[config.mk]
export PLATFORM = sky130hd
export DESIGN_NAME = dvi_timing_ctrl
export DESIGN_NICKNAME = d
export VERILOG_FILES = /design/src/rtl/dvi_timing_ctrl.sv
export SDC_FILE = /design/constraint.sdc
export NUM_CORES = 1
export LEC_CHECK = 0
export CAP_MARGIN = 20
export CORE_MARGIN = 1.5
export CORE_UTILIZATION = 40
export CTS_CLUSTER_DIAMETER = 30
export DETAILED_ROUTE_END_ITERATION = 10
export PLACE_DENSITY = 0.86
export SLEW_MARGIN = 20
export SYNTH_ARGS = -nofsm -noshare
export SYNTH_HDL_FRONTEND = slang
export SYNTH_SLANG_ARGS = --single-unit
[constraint.sdc]
create_clock -name clk_fast -period 1.93 [get_ports clk_fast]
set_input_delay 0.386 -clock clk_fast [delete_from_list [all_inputs] [get_ports clk_fast]]
set_output_delay 0.386 -clock clk_fast [all_outputs]
set_load 0.01 [all_outputs]
[src/rtl/dvi_timing_ctrl.sv]
// rtl/dvi_timing_ctrl.sv - DVI timing controller: pixel divider, 800x525 raster scan, TMDS encoder feed; DVI_TEST_PATTERN_EN adds colour-bar test_mode
module dvi_timing_ctrl #(
  parameter int H_ACTIVE  = 640,
  parameter int H_FP      = 16,
  parameter int H_SYNC    = 96,
  parameter int H_BP      = 48,
  parameter int V_ACTIVE  = 480,
  parameter int V_FP      = 10,
  parameter int V_SYNC    = 2,
  parameter int V_BP      = 33,
  parameter bit HSYNC_POL = 1'b0,
  parameter bit VSYNC_POL = 1'b0,
  parameter int BIT_DIV   = 10
) (
  input  logic        clk_fast,
  input  logic        rst,
  input  logic        en,
`ifdef DVI_TEST_PATTERN_EN
  input  logic        test_mode,
`endif
  output logic        pix_ce,
  output logic        ser_load,
  output logic        pix_req,
  output logic [9:0]  pix_x,
  output logic [9:0]  pix_y,
  input  logic [23:0] rgb_in,
  output logic [7:0]  vd_r,
  output logic [7:0]  vd_g,
  output logic [7:0]  vd_b,
  output logic        VDE,
  output logic [1:0]  CD,
  output logic        frame_start
);

  localparam int H_TOTAL = H_ACTIVE + H_FP + H_SYNC + H_BP;
  localparam int V_TOTAL = V_ACTIVE + V_FP + V_SYNC + V_BP;
  localparam int DIV_W   = (BIT_DIV > 1) ? $clog2(BIT_DIV) : 1;

  localparam logic [DIV_W-1:0] DIV_LAST = DIV_W'(BIT_DIV - 1);
  localparam logic [9:0]       H_LAST   = 10'(H_TOTAL - 1);
  localparam logic [9:0]       V_LAST   = 10'(V_TOTAL - 1);
  localparam logic [1:0]       CD_IDLE  = {~VSYNC_POL, ~HSYNC_POL};

  // Counters are 10 bits wide, so a raster larger than 1024 in either axis cannot be scanned
  generate
    if (H_TOTAL > 1024 || V_TOTAL > 1024) begin : g_bad_totals
      $error("dvi_timing_ctrl: H_TOTAL/V_TOTAL exceed 10-bit counter range");
    end
  endgenerate

  logic [DIV_W-1:0] div;
  logic [9:0]       h;
  logic [9:0]       v;
  logic             hsync_act;
  logic             vsync_act;
  logic             hs_lvl;
  logic             vs_lvl;
  logic [23:0]      pix_rgb;

  // Pixel divider and raster counters; en low parks the scan at the frame origin
  always_ff @(posedge clk_fast) begin
    if (rst || !en) begin
      div <= '0;
      h   <= '0;
      v   <= '0;
    end else if (div == DIV_LAST) begin
      div <= '0;
      if (h == H_LAST) begin
        h <= '0;
        v <= (v == V_LAST) ? 10'd0 : v + 10'd1;
      end else begin
        h <= h + 10'd1;
      end
    end else begin
      div <= div + DIV_W'(1);
    end
  end

  // Position-derived strobes; rst masks them so en is ignored while in reset
  assign pix_ce      = !rst && en && (div == DIV_LAST);
  assign ser_load    = !rst && en && (div == '0);
  assign pix_x       = h;
  assign pix_y       = v;
  assign pix_req     = !rst && (h < 10'(H_ACTIVE)) && (v < 10'(V_ACTIVE));
  assign frame_start = !rst && en && (h == 10'd0) && (v == 10'd0);

  // Sync windows compared at 11 bits so a window ending at 1024 does not wrap
  assign hsync_act = ({1'b0, h} >= 11'(H_ACTIVE + H_FP)) &&
                     ({1'b0, h} <  11'(H_ACTIVE + H_FP + H_SYNC));
  assign vsync_act = ({1'b0, v} >= 11'(V_ACTIVE + V_FP)) &&
                     ({1'b0, v} <  11'(V_ACTIVE + V_FP + V_SYNC));
  assign hs_lvl    = hsync_act ? HSYNC_POL : ~HSYNC_POL;
  assign vs_lvl    = vsync_act ? VSYNC_POL : ~VSYNC_POL;

`ifdef DVI_TEST_PATTERN_EN
  localparam int BAR_W = H_ACTIVE / 8;
  logic [2:0] bar;
  // Bar index bits map directly to colour: R=~bar[1], G=~bar[2], B=~bar[0]
  assign bar     = 3'(h / 10'(BAR_W));
  assign pix_rgb = test_mode ? {{8{~bar[1]}}, {8{~bar[2]}}, {8{~bar[0]}}} : rgb_in;
`else
  assign pix_rgb = rgb_in;
`endif

  // Encoder-facing register: captures the pixel that ends on this pix_ce, idles when disabled
  always_ff @(posedge clk_fast) begin
    if (rst || !en) begin
      VDE  <= 1'b0;
      CD   <= CD_IDLE;
      vd_r <= 8'h00;
      vd_g <= 8'h00;
      vd_b <= 8'h00;
    end else if (pix_ce) begin
      VDE  <= pix_req;
      CD   <= {vs_lvl, hs_lvl};
      vd_r <= pix_req ? pix_rgb[23:16] : 8'h00;
      vd_g <= pix_req ? pix_rgb[15:8]  : 8'h00;
      vd_b <= pix_req ? pix_rgb[7:0]   : 8'h00;
    end
  end

endmodule

# Word-level counts from Yosys, hierarchy flattened
# Cells that the tools add are included.
dict set report totals {
  ff_bits 51
  out_inout_bits 51
}
dict set report op_classes {
  addsub 3
  eq_ne 3
  reduce_logical 17
  n_lt_le_gt_ge 6
  mux 7
}
# cell count
set op_table {}
lappend op_table {{8-bit two-way mux} 3}
lappend op_table {{10-bit by 1-bit adder with 10-bit output (second input constant)} 2}
lappend op_table {{10-bit == test (second input constant)} 2}
lappend op_table {{10-bit logical NOT} 2}
lappend op_table {{10-bit less-than comparator (second input constant)} 2}
lappend op_table {{10-bit by 9-bit less-than comparator with 1-bit output (second input constant)} 2}
lappend op_table {{10-bit two-way mux} 2}
lappend op_table {{10-bit >= comparator (second input constant)} 1}
lappend op_table {{10-bit by 9-bit >= comparator with 1-bit output (second input constant)} 1}
lappend op_table {{1-bit logical AND} 9}
lappend op_table {{4-bit by 1-bit adder with 4-bit output (second input constant)} 1}
lappend op_table {{4-bit == test (second input constant)} 1}
lappend op_table {{4-bit logical NOT} 1}
lappend op_table {{1-bit logical NOT} 2}
lappend op_table {{1-bit two-way mux} 2}
lappend op_table {{2-bit AND reduction} 1}
lappend op_table {{2-bit OR reduction} 1}
lappend op_table {{1-bit logical OR} 1}

# Depth between registers and ports, before layout
dict set report logic_depth {
  depth_word 4
  depth_mapped 8
}

# Worst setup path before layout
# OpenSTA, ideal clock, no wires.
dict set report synth_path {
  path_type {flip-flop to flip-flop}
  start {register h[5], in the netlist pix_x[5]}
  end {register v[6], in the netlist pix_y[6]}
  path_slack_ps -225
  setup_ps 73
  stages_incl_launch_ff 6
  synth_period_minus_slack_ps 2155
  t_required_ps 1857
  arrival_time_ps 2081
  cell_sequence {dfxtp_1 -> or4b_1 -> or4_4 -> buf_6 -> or4_1 -> a21oi_1}
}
dict set report synth_via {
  elab_chain_cells 2
}
# element line_no
set synth_lines {}
lappend synth_lines {{from (decl)} 52} ;# logic [9:0] h;
lappend synth_lines {{from (signal assigned)} 72} ;# h <= h + 10'd1;
lappend synth_lines {{10-bit == test} 68} ;# if (h == H_LAST) begin
lappend synth_lines {{2-bit AND reduction (no source line)} n/a}
lappend synth_lines {{to (signal assigned)} 70} ;# v <= (v == V_LAST) ? 10'd0 : v + 10'd1;
lappend synth_lines {{to (decl)} 53} ;# logic [9:0] v;
# Every way passes these cells.
# A chain may end at the register's enable or synchronous reset.

# Worst setup path in the final report
dict set report layout_path {
  start {register h[1], in the netlist pix_x[1]}
  end {register v[5], in the netlist pix_y[5]}
}
# Same word-level chain as after synthesis.

==> metrics.md <==
| Metric | Value |
|---|---|
| MaxCap Viol Count | `0` |
| Syn Inst Count | `around 220` |
| RSZ-0062 raised after global routing | `true` |
| Netlist cell types | `37` |
| Count of warnings emitted by yosys | `0` |
| Hold-fix buffer count after cts | `0` |
| Hold Crit Class | `reg -> reg` |
| Initial DRC count | `around 270` |
| Cell Count, Final, Fillers Out | `~420` |
| Asr flop ratio synth | `0%` |
| Clk Latency, worst-skew pair | `between 0.3 and 0.4 ns` |
| Worst-Margin Slew | `about 0.4 ns` |
| H-Tree Depth | `2` |
| Max-slew violations | `0` |
| Post-Syn Nets | `~260` |
| Worst Path Required | `between 2 and 2.5 ns` |
| Final WL | `around 7300 microns` |
| TritonCTS Buffers | `5` |
| Post-DRT Antenna Nets | `0` |
| Routed WL per cell | `17.4 microns` |
| Setup ws final | `-0.224 ns` |
| Site row count | `26` |
| Count leader, synth | `dfxtp_1` |
| Top FF cell, synth | `dfxtp_1` |
| Status | `complete, but fails checks` |
| Layout area overhead | `75.9%` |
| Number of port buffers | `just under 80` |
| Syn_area_per_cell | `approximately 9.6 sq um` |
| Vias per cell | `5.49` |
| Failing checks | `setup timing` |
| Die area | `0.00573 sq mm` |
| Top cells by count, synth | `51 x dfxtp_1, 24 x a22o_1, 14 x nand2_1, 13 x nor2_1, 11 x inv_1` |
| Hold slack | `approximately 0.46 ns` |
| Final setup violation count | `10` |
| Seq/Total Area, Yosys | `about half` |
| Total GRT Usage | `between 20% and 30%` |
| Lkg Pwr | `about 1.4 nW` |
| Cell Area, Synth | `~0.0021 sq mm` |
| Worst-path clk slew | `0.09 ns` |
| Highest Clock Rate | `about 460 MHz` |
| Sw Share | `a little under a quarter` |
| Vias in the first global route | `2076` |
| Worst r2r path cells | `5` |
| Gate power share | `approximately 7.1%` |
| Sequential share of power | `59.4%` |
| Hold path startpoint | `VDE$_SDFFE_PN0P_` |
| Post-synth EDFFs | `0` |
| Nets | `roughly 380` |
| Drt pass-1 iters | `4` |
| Core ar. | `between 0.005 and 0.006 sq mm` |
| # placed instances | `396` |
| WS Path Type | `reg -> reg` |
| Crit start category | `flip-flop` |
| Int Power | `roughly 0.0014 W` |
| Clock Tree Root | `clkbuf_8` |
| Clk pwr share | `around 34%` |
| Rel. slew slack | `around 73%` |
| Clock buffer depth | `2` |
| Post-synth top area cell | `dfxtp_1` |
| PwrDens | `approximately 480 mW/mm^2` |
| Initial antenna violation count | `0` |
| Hold Path Cell Cnt | `1` |
| Final HPWL DP | `4320 microns` |
| FF+latch count, synth | `a little over 50` |
| Ratio of cells with drive above 1 in the final layout | `29.8%` |
| CP Launch Point | `pix_x[1]$_SDFFE_PN0P_` |
| Ranking of synthesized cells by area | `dfxtp_1 48%, a22o_1 10%, ha_1 4.1%` |
| Die Ht | `75.7 microns` |
| CTS sink cnt | `51` |
| Layout Skew | `0.00923 ns` |
| Post-synth top area share | `between 40% and 50%` |
| DR vias | `2300` |
| Pin count of the biggest net entering global routing | `27` |
| GPL Wtd Cong | `approximately 0.85` |
| Starting density of the core | `41.4%` |
| Critical path peak fanout | `5` |
| R2R Setup Slk | `-0.22 ns` |
| Crit. End Element | `flip-flop` |
| Max IR drop VDD | `roughly 0.31 mV` |
| Data arrival, critical path | `between 2 and 2.5 ns` |
| RR Startpoint | `pix_x[1]$_SDFFE_PN0P_` |
| Total gr overflow | `0` |
| Die width | `between 70 and 80 microns` |
| Final Cycle Share | `112%` |
| DRC Markers | `0` |
| NetSw | `0.000405 W` |
| Ant. Diodes | `0` |
| Final worst path period need | `between 2 and 2.5 ns` |
| Top-level I/O count | `between 70 and 80` |
| Hold Vio Cnt, Final | `0` |
| CTS tree | `done` |
| First-pass GRT wire length | `9340 microns` |
| Setup TNS Final | `-1.41 ns` |
==> worst paths after layout <==
check / to
worst max-delay path: pix_y[5]$_SDFFE_PN0P_
worst min-delay path: VDE$_SDFFE_PN0P_
worst min register to register: VDE$_SDFFE_PN0P_
worst max register to register: pix_y[5]$_SDFFE_PN0P_
==> placed cells by master (no fill, tap or decap), drive strengths merged, types with 2 or more instances in the layout <==
cell           instances
a21oi                  8
a22o                  24
a31oi                  2
and3                   3
buf                   55
clkbuf                 8
clkdlybuf4s50         72
dfxtp                 51
ha                     7
inv                   11
nand2                 14
nand2b                 2
nand3                  9
nand4                  4
nor2                  13
nor2b                  2
nor3                   4
nor4                   5
nor4b                  2
o21ai                  9
o31ai                  7
or3                    6
or4                    8
or4b                   2
xnor2                  5
xor2                   3
==> power by group through the flow <==
stage               Combinational (W)  Sequential [W]  Clock (W)
floorplan                   0.0000275         0.00108          0
global placement             0.000109         0.00108          0
detailed placement           0.000113         0.00108          0
CTS                          0.000115         0.00105   0.000602
global route                 0.000135         0.00106   0.000643
finish                       0.000126         0.00106   0.000595
==> cell families after synthesis <==
| family | Yosys count | synth area share [%] |
|---|---|---|
| simple gates | 77 | 20.6 |
| buf+inv | 22 | 4.27 |
| flops | 51 | 48.3 |
| xor+xnor | 8 | 3.32 |
| compound gates | 56 | 19.3 |
| fa+ha+maj | 7 | 4.15 |
==> cell type report <==
type	count	area (sq um)
Multi-Input combinational cell	149	1210
Clock buffer	5	68.8
Fill cell	368	1390
Timing Repair Buffer	132	1270
Clock inverter	1	7.51
Inverter	11	41.3
Tap cell	70	87.6
Sequential cell	51	1030
==> state kept, by name (all words and copies together), names as in the netlist <==
| signal | cells |
|---|---|
| VDE | 1 |
| vd_g | 8 |
| vd_b | 8 |
| pix_y | 10 |
| pix_x | 10 |
| vd_r | 8 |
| CD | 2 |
| div | 4 |
==> metrics by stage <==
stage | util [%] | power, W | area, sq um | setup WS, ns
4_1_cts | 66.3 | 0.00177 | 3380 | -0.183
2_1_floorplan | - | 0.00111 | 2120 | -0.170
3_5_place_dp | 63.7 | 0.00119 | 3250 | -0.443
3_3_place_gp | 63.7 | 0.00119 | 3250 | -0.479
5_1_grt | 72.8 | 0.00183 | 3720 | -0.248
6_report | 72.8 | 0.00178 | 3720 | -0.224
==> per-layer routing <==
metal / track usage, % / vias to the layer above / wire (microns)
li1: - / 1069 / -
met1: 25.5 / 1069 / 2870
met2: 37.6 / 141 / 3640
met3: 7.01 / 21 / 590
met4: 8.93 / 0 / 187
met5: 0 / - / 0
==> critical path, cell delays in order (launching register included) <==
cell     delay [ns]
dfxtp_1        0.39
ha_1           0.21
nand3_1        0.19
or4_4          0.62
or4_1          0.53
a21oi_1        0.15
==> repair_timing <==
action / 4_1_cts / 5_1_grt
gates cloned: 1 / 4
endpoints found under the hold margin: 0 / 0
pin swaps: 6 / 9
gates resized for setup: 18 / 50
setup buffers: 2 / 10
endpoints found under the setup margin: 17 / 42
Note: power is estimated with default switching activity, not from simulation.
